--- config.mk ---
export PLATFORM = sky130hd
export DESIGN_NAME = unified_mem_arbiter_flat
export DESIGN_NICKNAME = d
export VERILOG_FILES = /design/src/rtl/unified_mem_arbiter_if.sv /design/src/rtl/unified_mem_arbiter.sv /design/src/flat_wrapper.sv
export SDC_FILE = /design/constraint.sdc
export NUM_CORES = 1
export LEC_CHECK = 0
export CORE_UTILIZATION = 37
export CTS_CLUSTER_SIZE = 8
export DETAILED_ROUTE_END_ITERATION = 10
export PLACE_DENSITY = 0.85
export SLEW_MARGIN = 20
export SYNTH_ARGS = -nofsm -noshare
export SYNTH_HDL_FRONTEND = slang
export SYNTH_SLANG_ARGS = --single-unit
--- constraint.sdc ---
create_clock -name clk_i -period 1.7 [get_ports clk_i]
set_clock_uncertainty 0.2 [all_clocks]
set_input_delay 0.34 -clock clk_i [delete_from_list [all_inputs] [get_ports clk_i]]
set_output_delay 0.34 -clock clk_i [all_outputs]
set_load 0.02 [all_outputs]
--- src/rtl/unified_mem_arbiter_if.sv ---
// unified_mem_arbiter_if: CPU fetch/data ports and single memory port of the arbiter.
interface unified_mem_arbiter_if #(
  parameter int DATA_W = 32,
  parameter int ADDR_W = 32
);
  logic              if_req_i;
  logic [ADDR_W-1:0] if_addr_i;
  logic [DATA_W-1:0] if_ins_o;
  logic              if_ack_o;
  logic [1:0]        d_ctrl_i;
  logic [ADDR_W-1:0] d_addr_i;
  logic [DATA_W-1:0] d_wdata_i;
  logic [DATA_W-1:0] d_rdata_o;
  logic              d_ack_o;
  logic              mem_req_o;
  logic              mem_we_o;
  logic [ADDR_W-1:0] mem_addr_o;
  logic [DATA_W-1:0] mem_wdata_o;
  logic [DATA_W-1:0] mem_rdata_i;
  logic              mem_ack_i;
  logic              stall_o;
  modport master (
    input  if_req_i, if_addr_i, d_ctrl_i, d_addr_i, d_wdata_i, mem_rdata_i, mem_ack_i,
    output if_ins_o, if_ack_o, d_rdata_o, d_ack_o, mem_req_o, mem_we_o, mem_addr_o,
           mem_wdata_o, stall_o
  );
  modport slave (
    output if_req_i, if_addr_i, d_ctrl_i, d_addr_i, d_wdata_i, mem_rdata_i, mem_ack_i,
    input  if_ins_o, if_ack_o, d_rdata_o, d_ack_o, mem_req_o, mem_we_o, mem_addr_o,
           mem_wdata_o, stall_o
  );
endinterface

--- src/rtl/unified_mem_arbiter.sv ---
// unified_mem_arbiter: serialises CPU fetch and data accesses onto one variable-latency memory.
module unified_mem_arbiter #(
  parameter int DATA_W     = 32,
  parameter int ADDR_W     = 32,
  parameter int STARVE_MAX = 3
) (
  input logic                  clk_i,
  input logic                  rst_n_i,
  unified_mem_arbiter_if.master bus
);
  typedef enum logic [1:0] {IDLE, IF_ACC, D_ACC} state_t;
  localparam logic [3:0] SMAX = 4'(STARVE_MAX);
  state_t            r_state, w_next;
  logic              w_d_pend, w_grant_d, w_grant_if, w_done;
  logic [3:0]        r_starve_cnt;
  logic              r_mem_req, r_mem_we, r_if_ack, r_d_ack;
  logic [ADDR_W-1:0] r_mem_addr;
  logic [DATA_W-1:0] r_mem_wdata, r_if_ins, r_d_rdata;

  always_ff @(posedge clk_i or negedge rst_n_i)
    if (!rst_n_i) r_state <= IDLE;
    else          r_state <= w_next;

  // Data wins unless fetch has already lost STARVE_MAX arbitrations in a row
  always_comb begin
    w_d_pend   = |bus.d_ctrl_i;
    w_grant_d  = (r_state == IDLE) && w_d_pend && (!bus.if_req_i || r_starve_cnt < SMAX);
    w_grant_if = (r_state == IDLE) && !w_grant_d && bus.if_req_i;
    w_done     = (r_state != IDLE) && bus.mem_ack_i;
    w_next     = w_grant_d ? D_ACC : w_grant_if ? IF_ACC : w_done ? IDLE : r_state;
  end

  always_ff @(posedge clk_i or negedge rst_n_i)
    if (!rst_n_i) begin
      r_mem_req    <= 1'b0;
      r_mem_we     <= 1'b0;
      r_mem_addr   <= '0;
      r_mem_wdata  <= '0;
      r_if_ins     <= '0;
      r_d_rdata    <= '0;
      r_if_ack     <= 1'b0;
      r_d_ack      <= 1'b0;
      r_starve_cnt <= '0;
    end else begin
      r_if_ack <= w_done && r_state == IF_ACC;
      r_d_ack  <= w_done && r_state == D_ACC;
      r_if_ins  <= (w_done && r_state == IF_ACC) ? bus.mem_rdata_i : r_if_ins;
      r_d_rdata <= (w_done && r_state == D_ACC) ? bus.mem_rdata_i : r_d_rdata;
      if (w_grant_d || w_grant_if) begin
        r_mem_req   <= 1'b1;
        r_mem_we    <= w_grant_d && bus.d_ctrl_i[1];
        r_mem_addr  <= w_grant_d ? bus.d_addr_i : bus.if_addr_i;
        r_mem_wdata <= w_grant_d ? bus.d_wdata_i : '0;
      end else if (w_done) begin
        r_mem_req <= 1'b0;
      end
      if (w_grant_if) r_starve_cnt <= '0;
      else if (w_grant_d && bus.if_req_i && r_starve_cnt < SMAX) r_starve_cnt <= r_starve_cnt + 4'd1;
    end

  always_comb begin
    bus.stall_o     = (bus.if_req_i & ~r_if_ack) | (w_d_pend & ~r_d_ack);
    bus.mem_req_o   = r_mem_req;
    bus.mem_we_o    = r_mem_we;
    bus.mem_addr_o  = r_mem_addr;
    bus.mem_wdata_o = r_mem_wdata;
    bus.if_ins_o    = r_if_ins;
    bus.if_ack_o    = r_if_ack;
    bus.d_rdata_o   = r_d_rdata;
    bus.d_ack_o     = r_d_ack;
  end
endmodule

--- src/flat_wrapper.sv ---
// flat-port wrapper written by rule: the top's interface ports become plain ports
module unified_mem_arbiter_flat 
#(
  parameter int DATA_W     = 32,
  parameter int ADDR_W     = 32,
  parameter int STARVE_MAX = 3
)
  (clk_i, rst_n_i, bus_if_req_i, bus_if_addr_i, bus_d_ctrl_i, bus_d_addr_i, bus_d_wdata_i, bus_mem_rdata_i, bus_mem_ack_i, bus_if_ins_o, bus_if_ack_o, bus_d_rdata_o, bus_d_ack_o, bus_mem_req_o, bus_mem_we_o, bus_mem_addr_o, bus_mem_wdata_o, bus_stall_o);
  unified_mem_arbiter_if #(.DATA_W(DATA_W), .ADDR_W(ADDR_W)) bus_i ();
  input logic clk_i;
  input logic rst_n_i;
  input wire logic [$bits(bus_i.if_req_i)-1:0] bus_if_req_i;
  input wire logic [$bits(bus_i.if_addr_i)-1:0] bus_if_addr_i;
  input wire logic [$bits(bus_i.d_ctrl_i)-1:0] bus_d_ctrl_i;
  input wire logic [$bits(bus_i.d_addr_i)-1:0] bus_d_addr_i;
  input wire logic [$bits(bus_i.d_wdata_i)-1:0] bus_d_wdata_i;
  input wire logic [$bits(bus_i.mem_rdata_i)-1:0] bus_mem_rdata_i;
  input wire logic [$bits(bus_i.mem_ack_i)-1:0] bus_mem_ack_i;
  output wire logic [$bits(bus_i.if_ins_o)-1:0] bus_if_ins_o;
  output wire logic [$bits(bus_i.if_ack_o)-1:0] bus_if_ack_o;
  output wire logic [$bits(bus_i.d_rdata_o)-1:0] bus_d_rdata_o;
  output wire logic [$bits(bus_i.d_ack_o)-1:0] bus_d_ack_o;
  output wire logic [$bits(bus_i.mem_req_o)-1:0] bus_mem_req_o;
  output wire logic [$bits(bus_i.mem_we_o)-1:0] bus_mem_we_o;
  output wire logic [$bits(bus_i.mem_addr_o)-1:0] bus_mem_addr_o;
  output wire logic [$bits(bus_i.mem_wdata_o)-1:0] bus_mem_wdata_o;
  output wire logic [$bits(bus_i.stall_o)-1:0] bus_stall_o;
  assign bus_i.if_req_i = bus_if_req_i;
  assign bus_i.if_addr_i = bus_if_addr_i;
  assign bus_i.d_ctrl_i = bus_d_ctrl_i;
  assign bus_i.d_addr_i = bus_d_addr_i;
  assign bus_i.d_wdata_i = bus_d_wdata_i;
  assign bus_i.mem_rdata_i = bus_mem_rdata_i;
  assign bus_i.mem_ack_i = bus_mem_ack_i;
  assign bus_if_ins_o = bus_i.if_ins_o;
  assign bus_if_ack_o = bus_i.if_ack_o;
  assign bus_d_rdata_o = bus_i.d_rdata_o;
  assign bus_d_ack_o = bus_i.d_ack_o;
  assign bus_mem_req_o = bus_i.mem_req_o;
  assign bus_mem_we_o = bus_i.mem_we_o;
  assign bus_mem_addr_o = bus_i.mem_addr_o;
  assign bus_mem_wdata_o = bus_i.mem_wdata_o;
  assign bus_stall_o = bus_i.stall_o;
  unified_mem_arbiter #(.DATA_W(DATA_W), .ADDR_W(ADDR_W), .STARVE_MAX(STARVE_MAX)) u_core (.clk_i(clk_i), .rst_n_i(rst_n_i), .bus(bus_i));
endmodule
==> reports/results.txt, run 1 <==
number of max-cap violations: 0
Die Area: 0.01524 mm2
r2r worst-path depth: 7
Mean Syn Cell Area: 15.29 um2
setup TNS: -13740 ps
fin nets: 797
largest net degree at the start of global routing: 52
post-synthesis xor/xnor area fraction: 0%
critical path arrival: 2120 ps
largest family of logic cells by synthesized area: multiplexers
CTS Buffer Depth: 2
crit share post-route: 116.0%
Worst Hold Class: in -> reg
placement-stage worst setup slack: -406.5 ps
drt initial violations: 161
Most used DFF post-synth: dfrtp_1
FFs w/ async S/R, synth: 100.0%
die height: 123.5 um
CP endpoint kind: flip-flop
Hold WS: 75.94 ps
antenna viol nets, final: 0
Synth Net Count: 492
fin. max-slew vios: 0
Startpoint Class: flip-flop
largest area contributor in the synthesized netlist: dfrtp_1
vias in the first global route: 4905
worst setup margin: -271.4 ps
Worst Hold Depth: 2
register area share after synthesis: 63.26%
slowest stage delay, CP: 390 ps
first-pass GRT wire length: 26.31 mm
average wire per standard cell: 22.20 um
drt pass-1 iters: 4
Crit path max-delay family: buffers and inverters
DRC Markers: 0
area of placed instances: 0.008507 mm2
post-synthesis compound-gate area fraction: 12.74%
endpoints failing hold: 0
Syn Inst Count: 357
post-synth top area share: 63.26%
slowest CP cell: dfrtp_1
WP buf/inv: 3
CP Class: reg -> reg
reg2reg end: u_core.bus.mem_wdata_o[26]
Root Buffer Master: clkbuf_16
synthesis-to-finish area growth: 79.37%
fillers: 1011
hold_sp: bus_d_ctrl_i[1]
clock latency at the later pin of the worst-skew pair: 410 ps
utilization after layout: 67.63%
Critical Path, Cell by Cell: ha_2, o31a_1, buf_4, nor3_4, buf_6, buf_12, a22o_1
Post-Syn Area: 0.005459 mm2
Cell Pwr Density: 1952 mW/mm2
Slew headroom: 69.01%
DP HPWL: 11.75 mm
Initial Util: 37.70%
H-tree lvl count: 4
library cells used by synthesis: 28
cell area after layout: 0.009792 mm2
Reg clk slew, reported paths: 60 ps
final wirelength: 19.05 mm
Rows: 44
status: finished with violations
DIE WIDTH: 123.5 um
GPL Wtd Cong: 0.7403
mux contribution to synthesized area: 13.20%
Seq cells post-synth: 138
largest cells by area after synthesis: dfrtp_1 (63%), mux2_2 (13%), a221o_1 (5.9%), a22o_1 (5.5%), nor4b_1 (5.1%)
via count: 4573
register-to-register path setup slack: -270 ps
CTS tree: done
TritonCTS Buffers: 17
core area: 0.01448 mm2
CP required: 1850 ps
n_diodes: 0
Final setup violation count: 68
Synth Area in Adders: 0.2292%
Worst Hold Path EP: u_core.bus.mem_we_o
number of flops mapped to enable cells by yosys: 0
failing checks: setup timing
CP max FO: 8
initial antenna violation count: 0
share of post-route cells with drive strength above 1: 28.19%
RSZ-0062 raised after global routing: yes
Pleak: 4.373 nW
port bufs: 266
GR Overflow Total: 0
Max Freq: 507.2 MHz
simple-gate share of the synthesized area: 6.784%
warnings from Yosys: 0
overall routing resource usage: 23.25%
Vias/cell: 5.330
clock sink count: 138
Worst Tran Pin Value: 464.9 ps
Worst R2R Start: u_core.r_starve_cnt[0]
min cycle time layout: 1971 ps
I/O pin cnt: 267
maximum vdd drop: 1.079 mV
[layer usage]
metal	share of wire (%)	wire length, um	track usage, %
met5	0	0	0
met3	9.3	1779	8.948
met4	2.2	417	9.187
met1	37	7030	25.06
met2	52	9822	40.82
[cell type report]
cell class              count  area [um2]  share of cell area (%)
clock buffers              18       439.2                   4.485
clock inverters            13       143.9                   1.469
inverters                   4       15.01                  0.1533
multi-input cells         185        2205                   22.51
flip-flops and latches    138        3453                   35.27
well taps                 184       230.2                   2.351
repair buffers            316        3306                   33.76
[timing repair]
item,4_1_cts,5_1_grt
resized for setup,195,81
endpoints found under the setup margin,200,169
pin swaps,5,7
hold endpoints to repair,91,0
hold buffers,1,0
buffers inserted,8,6
cloned,5,7
[layout by cell type (no fill, tap or decap), drive strengths merged, types with 2 or more instances in the layout]
cell           instances
dfrtp                138
clkdlybuf4s50        129
dlygate4sd2           72
mux2                  64
clkdlybuf4s15         54
buf                   44
a22o                  34
a221o                 32
nor4b                 32
clkbuf                31
inv                    7
clkinvlp               4
nor2                   4
clkinv                 4
nand3b                 2
o22ai                  2
and2                   2
a21o                   2
bufinv                 2
dlymetal6s2s           2
or2                    2
nor3                   2
[logic make-up after synthesis]
kind of cell	count (synthesis)
DFF	138
AOI/OAI and AO/OA	75
muxes	64
buffers and inverters	34
and+or+nand+nor	45
adders and majority gates	1
[sequential cells by signal (all words and copies together) (netlist names)]
| name | flops |
|---|---|
| u_core.bus.d_rdata_o | 32 |
| u_core.bus.if_ins_o | 32 |
| u_core.bus.mem_addr_o | 32 |
| u_core.bus.mem_wdata_o | 32 |
| u_core.r_starve_cnt | 4 |
| u_core.r_state | 2 |
| u_core.bus.d_ack_o | 1 |
| u_core.bus.if_ack_o | 1 |
| u_core.bus.mem_req_o | 1 |
| u_core.bus.mem_we_o | 1 |
[cell usage after synthesis, drive strengths merged, types with 2 or more instances]
library cell and count:
a22o 34, mux2 64, buf 22, o22ai 2, a21o 2, inv 4, or2 2, dfrtp 138
clkbuf 8, nand3b 2, nor3 2, nor4b 32, and2 2, a221o 32, nor2 4
[how the worst max path moves through the flow]
stage | startpoint | end | cells after the start
global route | u_core.r_starve_cnt[0] | u_core.bus.mem_wdata_o[26] | 7
detailed placement | bus_d_ctrl_i[1] | u_core.bus.mem_wdata_o[26] | 5
CTS | u_core.r_starve_cnt[0] | u_core.bus.mem_wdata_o[26] | 7
floorplan | u_core.r_starve_cnt[0] | u_core.bus.mem_wdata_o[22] | 6
finish | u_core.r_starve_cnt[0] | u_core.bus.mem_wdata_o[26] | 7
global placement | bus_if_req_i | u_core.bus.mem_addr_o[17] | 5
[stage by stage]
step,power [mW],instances
2_1_floorplan,10.56,357
5_1_grt,20.01,858
6_report,19.12,858
3_5_place_dp,15.21,804
3_3_place_gp,14.82,804
4_1_cts,18.65,848
[power breakdown]
group	switching (mW)	internal, mW
logic	4.92	4.68
clock network	1.47	2.20
registers	0.935	4.91
total	7.33	11.8
No activity file was read; power rests on OpenSTA's default activity.
==> run 2: changes to the inputs <==
Settings changed: ABC_AREA set to 1, CAP_MARGIN set to 20, CORE_UTILIZATION 37 to 38, PLACE_DENSITY 0.85 to 0.86.
==> reports/results.txt, run 2 <==
status: finished, final reports clean
DIE WIDTH: 125.7 um
drt pass-1 iters: 5
via count: 5546
port bufs: 266
postcts setup bufs: 0
most frequent cells in the layout: nand2_1 (173), dfrtp_1 (138), clkdlybuf4s50_1 (129)
Mean Syn Cell Area: 8.639 um2
Startpoint Class: flip-flop
reg2reg end: u_core.bus.mem_addr_o[20]
CP Class: reg -> out
worst setup margin: 39.03 ps
synthesis-to-finish area growth: 62.47%
DP HPWL: 12.37 mm
Max Freq: 602.1 MHz
most common cell in the netlist: nand2_1
hold_sp: bus_d_ctrl_i[1]
DRC Markers: 0
critical path arrival: 1120 ps
Die Area: 0.01580 mm2
FFs w/ async S/R, synth: 100.0%
library cells used by synthesis: 19
Rows: 44
first-pass GRT wire length: 28.26 mm
Total Power: 17.11 mW
vias in the first global route: 5648
I/O pin cnt: 267
share of post-route cells with drive strength above 1: 9.034%
r2r worst-path depth: 7
Worst Hold Class: in -> reg
top post-synthesis cells by count: nand2_1 (175), dfrtp_1 (138), nand3_1 (131)
maximum vdd drop: 1.057 mV
n_diodes: 0
Crit path max-delay family: flip-flops
min cycle time layout: 1661 ps
largest net degree at the start of global routing: 65
CP max FO: 2
Critical Path, Cell by Cell: clkdlybuf4s15_1
net switching power: 7.024 mW
clock latency at the later pin of the worst-skew pair: 410 ps
RSZ-0062 raised after global routing: yes
Reg clk slew, reported paths: 60 ps
crit share post-route: 97.70%
Most used DFF post-synth: dfrtp_1
drt initial violations: 232
endpoints failing hold: 0
antenna viol nets, final: 0
Initial Util: 39.41%
most common cell after layout, fill and taps aside: nand2_1
post-synth top area share: 59.39%
combinational share of power: 46.9%
Pint: 10.08 mW
placement-stage worst setup slack: -475.4 ps
largest cells by area after synthesis: dfrtp_1 (59%), nand2_1 (11%), nand3_1 (11%), o21ai_0 (5.5%), inv_1 (4.5%)
Final setup violation count: 0
Syn Inst Count: 673
Worst Hold Depth: 4
Slew headroom: 76.13%
final wirelength: 17.08 mm
fin. max-slew vios: 0
largest area contributor in the synthesized netlist: dfrtp_1
fin nets: 1085
Post-Syn Area: 0.005814 mm2
overall routing resource usage: 22.90%
H-tree lvl count: 4
register-to-register path setup slack: 120 ps
CTS Buffer Depth: 2
GR Overflow Total: 0
Root Buffer Master: clkbuf_16
slowest CP cell: dfrtp_1
Worst R2R Start: u_core.r_starve_cnt[0]
Seq pwr share: 32.6%
Pleak: 4.825 nW
warnings from Yosys: 0
register area share after synthesis: 59.39%
Cell Pwr Density: 1811 mW/mm2
average wire per standard cell: 14.89 um
clock sink count: 138
TritonCTS Buffers: 17
Synth Net Count: 808
fraction of power spent switching nets: 41.06%
number of max-cap violations: 0
core area: 0.01475 mm2
CP endpoint kind: output port
GPL Wtd Cong: 0.7863
number of flops mapped to enable cells by yosys: 0
initial antenna violation count: 0
Seq cells post-synth: 138
Clock power frac: 20.5%
Worst Tran Pin Value: 358.0 ps
Worst Hold Path EP: u_core.bus.mem_we_o
CP required: 1160 ps
die height: 125.7 um
WP buf/inv: 1
Vias/cell: 4.835
slowest stage delay, CP: 400 ps
CTS tree: done
==> run 2: cell types whose count changed in the layout (fill, tap and decap cells not counted), sizes merged, moves of 4 or more <==
cell           previous run  this run
nor2                      4        40
dlygate4sd2              72        57
nor4b                    32         0
a221o                    32         0
clkbuf                   31        21
mux2                     64         0
nand2                     0       177
clkdlybuf4s15            54        71
inv                       7        78
nand4                     0         4
a22o                     34         0
buf                      44        37
nand3                     0       131
o21ai                     1        65
==> run 2: final cells by class <==
| cell class | instances | area, um2 |
|---|---|---|
| clock buffer | 17 | 425.4 |
| clock inverter | 15 | 141.4 |
| fill | 1219 | 5308 |
| inverter | 72 | 270.3 |
| multi-input combinational | 419 | 1888 |
| sequential | 138 | 3453 |
| tap | 184 | 230.2 |
| timing repair buffer | 302 | 3038 |
==> run 2: routing by layer <==
| layer | share of wire (%) | track usage (%) | up-vias |
|---|---|---|---|
| met5 | 0 | 0 | - |
| met4 | 1.5 | 8.250 | 0 |
| met3 | 9.1 | 7.944 | 18 |
| met2 | 51 | 39.67 | 233 |
| met1 | 38 | 26.17 | 2606 |
| li1 | - | - | 2689 |
==> run 2: worst max path at each step <==
stage	start	to	cells past startpoint
global route	u_core.r_starve_cnt[0]	u_core.bus.mem_addr_o[20]	7
finish	u_core.bus.mem_wdata_o[2]	bus_mem_wdata_o[2]	1
CTS	bus_if_req_i	bus_stall_o	4
global placement	bus_if_req_i	bus_stall_o	4
detailed placement	bus_if_req_i	bus_stall_o	4
floorplan	u_core.r_starve_cnt[0]	u_core.r_starve_cnt[0]	8
==> run 2: power by group through the flow <==
| stage | registers, mW | clock network (mW) | logic [mW] |
|---|---|---|---|
| 3_3_place_gp | 5.57 | 0 | 8.75 |
| 3_5_place_dp | 5.62 | 0 | 8.93 |
| 6_report | 5.58 | 3.51 | 8.02 |
| 5_1_grt | 5.75 | 3.80 | 8.71 |
| 2_1_floorplan | 7.30 | 0 | 2.63 |
| 4_1_cts | 5.54 | 3.62 | 7.96 |
==> run 2: kinds of logic (layout without fill, tap and decap cells) <==
kind of cell | Yosys count | after routing | share of synthesized area (%)
buffers and inverters | 116 | 406 | 8.479
AOI/OAI and AO/OA | 66 | 66 | 5.767
and+or+nand+nor | 352 | 352 | 26.15
DFF | 138 | 138 | 59.39
adders and majority gates | 1 | 1 | 0.2152
==> run 2: what timing repair did <==
| item | CTS | global route |
|---|---|---|
| endpoints found under the hold margin | 138 | 0 |
| resized for setup | 142 | 78 |
| hold buffers | 1 | 0 |
| setup endpoints to repair | 133 | 77 |
| pin swaps | 0 | 1 |
==> run 2: stage by stage <==
step / cells / TNS, ps / cell area (um2) / utilization [%] / hold WS [ps]
6_report: 1147 / 0 / 9447 / 64.03 / 157.7
5_1_grt: 1147 / -52.27 / 9447 / 64.03 / 179.8
4_1_cts: 1147 / -23.18 / 9366 / 63.48 / 185.0
3_5_place_dp: 1114 / -20090 / 8951 / 60.67 / 69.83
3_3_place_gp: 1114 / -17520 / 8951 / 60.67 / 68.26
2_1_floorplan: 673 / 0 / 5814 / - / -155.6
==> edit 1: new RTL, settings of run 1 <==
`DATA_W` is set to 32 in 3 places; all go to 16.
--- a/src/rtl/unified_mem_arbiter_if.sv
+++ b/src/rtl/unified_mem_arbiter_if.sv
@@ -1,6 +1,6 @@
 // unified_mem_arbiter_if: CPU fetch/data ports and single memory port of the arbiter.
 interface unified_mem_arbiter_if #(
-  parameter int DATA_W = 32,
+  parameter int DATA_W = 16,
   parameter int ADDR_W = 32
 );
   logic              if_req_i;
--- a/src/rtl/unified_mem_arbiter.sv
+++ b/src/rtl/unified_mem_arbiter.sv
@@ -1,6 +1,6 @@
 // unified_mem_arbiter: serialises CPU fetch and data accesses onto one variable-latency memory.
 module unified_mem_arbiter #(
-  parameter int DATA_W     = 32,
+  parameter int DATA_W     = 16,
   parameter int ADDR_W     = 32,
   parameter int STARVE_MAX = 3
 ) (
--- a/src/flat_wrapper.sv
+++ b/src/flat_wrapper.sv
@@ -1,7 +1,7 @@
 // flat-port wrapper written by rule: the top's interface ports become plain ports
 module unified_mem_arbiter_flat 
 #(
-  parameter int DATA_W     = 32,
+  parameter int DATA_W     = 16,
   parameter int ADDR_W     = 32,
   parameter int STARVE_MAX = 3
 )
Ports: changed (5 resized); port bits go from 267 to 187. The function was not compared with the original's and may differ.
==> edit 1 against run 1 <==
- the flow still finishes with violations (setup timing)
- clock power down 62%
- cell area down 33%
- wire length down 37%
- power down 39%
- setup slack better by 0.13 ns
- first-iteration DRC count down 37%
- count of clock-buffer cells in the layout down 8
- sequential cell count down 48
- worst hold slack better by 0.17 ns
- synthesized area down 33%
- synthesized cell count down 29%
- non-clock buffer count down 94
- via count down 29%
- highest routed layer unchanged
==> edit 1: results <==
[logic_synthesis]
synthTopCellsByArea = "dfrtp_1 (61%), a221o_1 (8.7%), nor4b_1 (7.6%), mux2_1 (5.5%), a22o_1 (4.3%)"
ys_seq_area_share_pct = 61.3
synth_compound_area_share_pct = 15.3
synth_commonest_cells = "dfrtp_1 (90), a221o_1 (32), nor4b_1 (32), a22o_1 (18), mux2_1 (18)"
synth_top_family_by_area = "compound AO/OA/AOI/OAI gates"
synth_mux_area_share_pct = 9.81

[layout]
nFillCells = 725

[outcome]
violations = "setup timing"
status = "finished, violations left"

[timing]
final-setup-viol-count = 52
fin_ws_ns = -0.137

[grt]
grt_max_degree = 46
grt_pass1_vias = 3292
met3_usage_pct = 7.59

[pwr]
leakage_nw = 2.96
clockPowerShare_pct = 11.9
ir_worst_vdd_mv = 0.848

[min_path]
hold_depth = 3

[placement]
routabilityCongestion = 0.758
place_area_um2 = 5890
io_buffers = 186

[clock_network]
path_clk_slew_ns = 0.08

[drt]
vias = 3227
drtPass1Iterations = 6

[worst_setup_path]
crit_family = "compound AO/OA/AOI/OAI gates"
[edit 1: what timing repair did]
item                                   in CTS  in global routing
pin swaps                                   4                  6
cloned                                      2                  4
gates resized for setup                   113                 59
hold buffers                                1                  0
endpoints found under the hold margin      29                  0
setup endpoints to repair                 138                 55
setup buffers                               3                  3
[edit 1: cell type report]
type                            count  area [µm²]  area share (%)
Clock buffer                       10         128            1.93
Sequential cell                    90        2250            34.1
Timing Repair Buffer              222        2270            34.4
Tap cell                          133         166            2.52
Inverter                            4        15.0           0.227
Multi-Input combinational cell    137        1720            26.1
Clock inverter                      4        45.0           0.682
[edit 1: final timing paths]
check | startpoint | endpoint | slack [ns]
setup / recovery | u_core.r_starve_cnt[0] | u_core.bus.mem_addr_o[2] | -0.14
min in group asynchronous | rst_n_i | u_core.r_starve_cnt[3] | 0.27
setup reg to reg | u_core.r_starve_cnt[0] | u_core.bus.mem_addr_o[2] | -0.14
max in group asynchronous | rst_n_i | u_core.bus.if_ins_o[13] | 0.49
hold / removal | bus_d_ctrl_i[1] | u_core.bus.mem_we_o | 0.24
hold reg to reg | u_core.bus.if_ins_o[10] | u_core.bus.if_ins_o[10] | 0.29
[edit 1: through the flow]
| stage | cells | TNS (ns) | power (mW) | utilization [%] | setup slack [ns] |
|---|---|---|---|---|---|
| 3_3_place_gp | 575 | -28.50 | 9.89 | 60.8 | -0.600 |
| 2_1_floorplan | 253 | -0.314 | 6.91 | - | -0.0105 |
| 5_1_grt | 600 | -7.49 | 12.2 | 68.2 | -0.194 |
| 3_5_place_dp | 575 | -30.64 | 10.1 | 60.8 | -0.616 |
| 4_1_cts | 594 | -5.18 | 11.0 | 63.3 | -0.165 |
| 6_report | 600 | -5.07 | 11.6 | 68.2 | -0.137 |
==> edit 2: new RTL, config.mk and constraints of run 1 <==
Without the edit above. Re-encode `state_t` (3 states) as one-hot, 3 bits wide.
--- a/src/rtl/unified_mem_arbiter.sv
+++ b/src/rtl/unified_mem_arbiter.sv
@@ -8,7 +8,7 @@
   input logic                  rst_n_i,
   unified_mem_arbiter_if.master bus
 );
-  typedef enum logic [1:0] {IDLE, IF_ACC, D_ACC} state_t;
+  typedef enum logic [2:0] {IDLE = 3'b001, IF_ACC = 3'b010, D_ACC = 3'b100} state_t;
   localparam logic [3:0] SMAX = 4'(STARVE_MAX);
   state_t            r_state, w_next;
   logic              w_d_pend, w_grant_d, w_grant_if, w_done;
Check against the original RTL: same outputs for any inputs over 10 cycles, from zero or initial values and one cycle with rst_n_i low; not proved beyond that.
==> edit 2 against run 1 <==
- the flow still finishes with violations (setup timing)
- power increased by 1.4%
- wire length decreased by 4.0%
- setup slack got worse by 0.072 ns
- sequential cell count increased by 1
- cell area increased by 1.7%
- synthesized area increased by 0.78%
- highest routed layer unchanged
- sequential power decreased by 1%
==> edit 2: results <==
[clock_network]
clock_latency_ns = 0.41
cts_htree_levels = 4
post_cts_buffers = 17
path_clk_slew_ns = 0.06
clockBufferDepth = 2
postCtsHoldBufs = 1
cts_inserted_buffers = 17
root_buffer = "clkbuf_16"

[grt]
grt_pass1_vias = 4837
grt_usage_pct = 22.8
grt_pass1_wl_mm = 25.8
grt_max_degree = 45

[logic_synthesis]
yosysUniqueCellTypes = 28
synthTopCellsByArea = "dfrtp_1 (63%), mux2_2 (13%), a221o_1 (5.8%), a22o_1 (5.4%), nor4b_1 (5.1%)"
synth_nets = 491
synth_commonest_cells = "dfrtp_1 (138), mux2_2 (64), a22o_1 (34), a221o_1 (32), nor4b_1 (32)"
ys_seq_area_share_pct = 63.2
yosys_warnings = 0
ys.flop_type = "dfrtp_1"
syn_inst = 356

[placement]
dp_slack_ns = -0.651
io_buffers = 266
routabilityCongestion = 0.729
post-dp-hpwl_mm = 11.1
place_area_um2 = 8570

[pwr]
p_switching_mw = 6.93
clockPowerShare_pct = 20.9
leakage_nw = 4.55
comb-power_mw = 9.56
ir_worst_vdd_mv = 1.26
p_sw_share_pct = 35.8

[worst_setup_path]
slowest_stage = "dfstp_2"
crit_path_max_incr_delay_ns = 0.52
crit_arrival_ns = 2.14
path_max_fanout = 11

[timing]
final-setup-viol-count = 135
setup_tns_ns = -27.23
hold-worst-slack_ns = 0.171
fin_ws_ns = -0.344
worst_pin_slew_ns = 0.447

[min_path]
hold_path.class = "in -> async"

[outcome]
status = "finished, violations left"
violations = "setup timing"

[layout]
num_antenna_cells = 0
nets = 811
final_cells = 873
nFillCells = 940
drive_above_1_share_pct = 28.3

[drt]
vias = 4602
wl_per_cell_um = 21.0
drtPass1Iterations = 4
drtIter0Drc = 191
edit 2: cell types whose count changed after synthesis, moves of 2 or more:
cell	run 1	this run
buf_2	12	6
buf_6	8	11
clkbuf_1	8	13
inv_1	4	2
nand2_1	0	2
nand3b_1	2	0
nor4b_2	0	2
edit 2: layer usage:
layer | GRT usage (%) | share of wire, % | up-vias
li1 | - | - | 2030
met1 | 25.4 | 37 | 2307
met2 | 39.8 | 51 | 238
met3 | 8.52 | 10 | 27
met4 | 8.26 | 1.9 | 0
met5 | 0 | 0 | -
edit 2: logic make-up after synthesis:
logic type	synth area share (%)
AO/OA/AOI/OAI	12.6
adder cells (fa/ha/maj)	0.227
buffers and inverters	3.82
flip-flops	63.2
multiplexers	13.1
AND/OR/NAND/NOR	7.00
edit 2: path summary, 6_finish.rpt:
kind / start / to / cells after the start
max: u_core.r_state[0] / u_core.bus.mem_addr_o[7] / 4
min: rst_n_i / u_core.bus.d_rdata_o[7] / 2
max reg2reg: u_core.r_state[0] / u_core.bus.mem_addr_o[7] / 4
min reg2reg: u_core.bus.mem_wdata_o[1] / u_core.bus.mem_wdata_o[1] / 1
max in group asynchronous: rst_n_i / u_core.bus.if_ins_o[7] / 3
min in group clk_i: u_core.bus.mem_wdata_o[1] / u_core.bus.mem_wdata_o[1] / 1
edit 2: worst max-delay path: cells and delay by family (launching register included):
family | cells | cell delay [ns]
flops | 1 | 0.52
buf+inv | 1 | 0.20
compound gates | 2 | 0.60
simple gates | 1 | 0.41
edit 2: cell type report:
cell class,count,area [µm²],area share [%]
clock inverter,9,159,1.60
multi-input combinational,185,2110,21.2
timing repair buffer,331,3470,34.9
tap,184,230,2.31
clock buffer,23,498,5.00
inverter,2,7.51,0.0754
sequential,139,3480,35.0
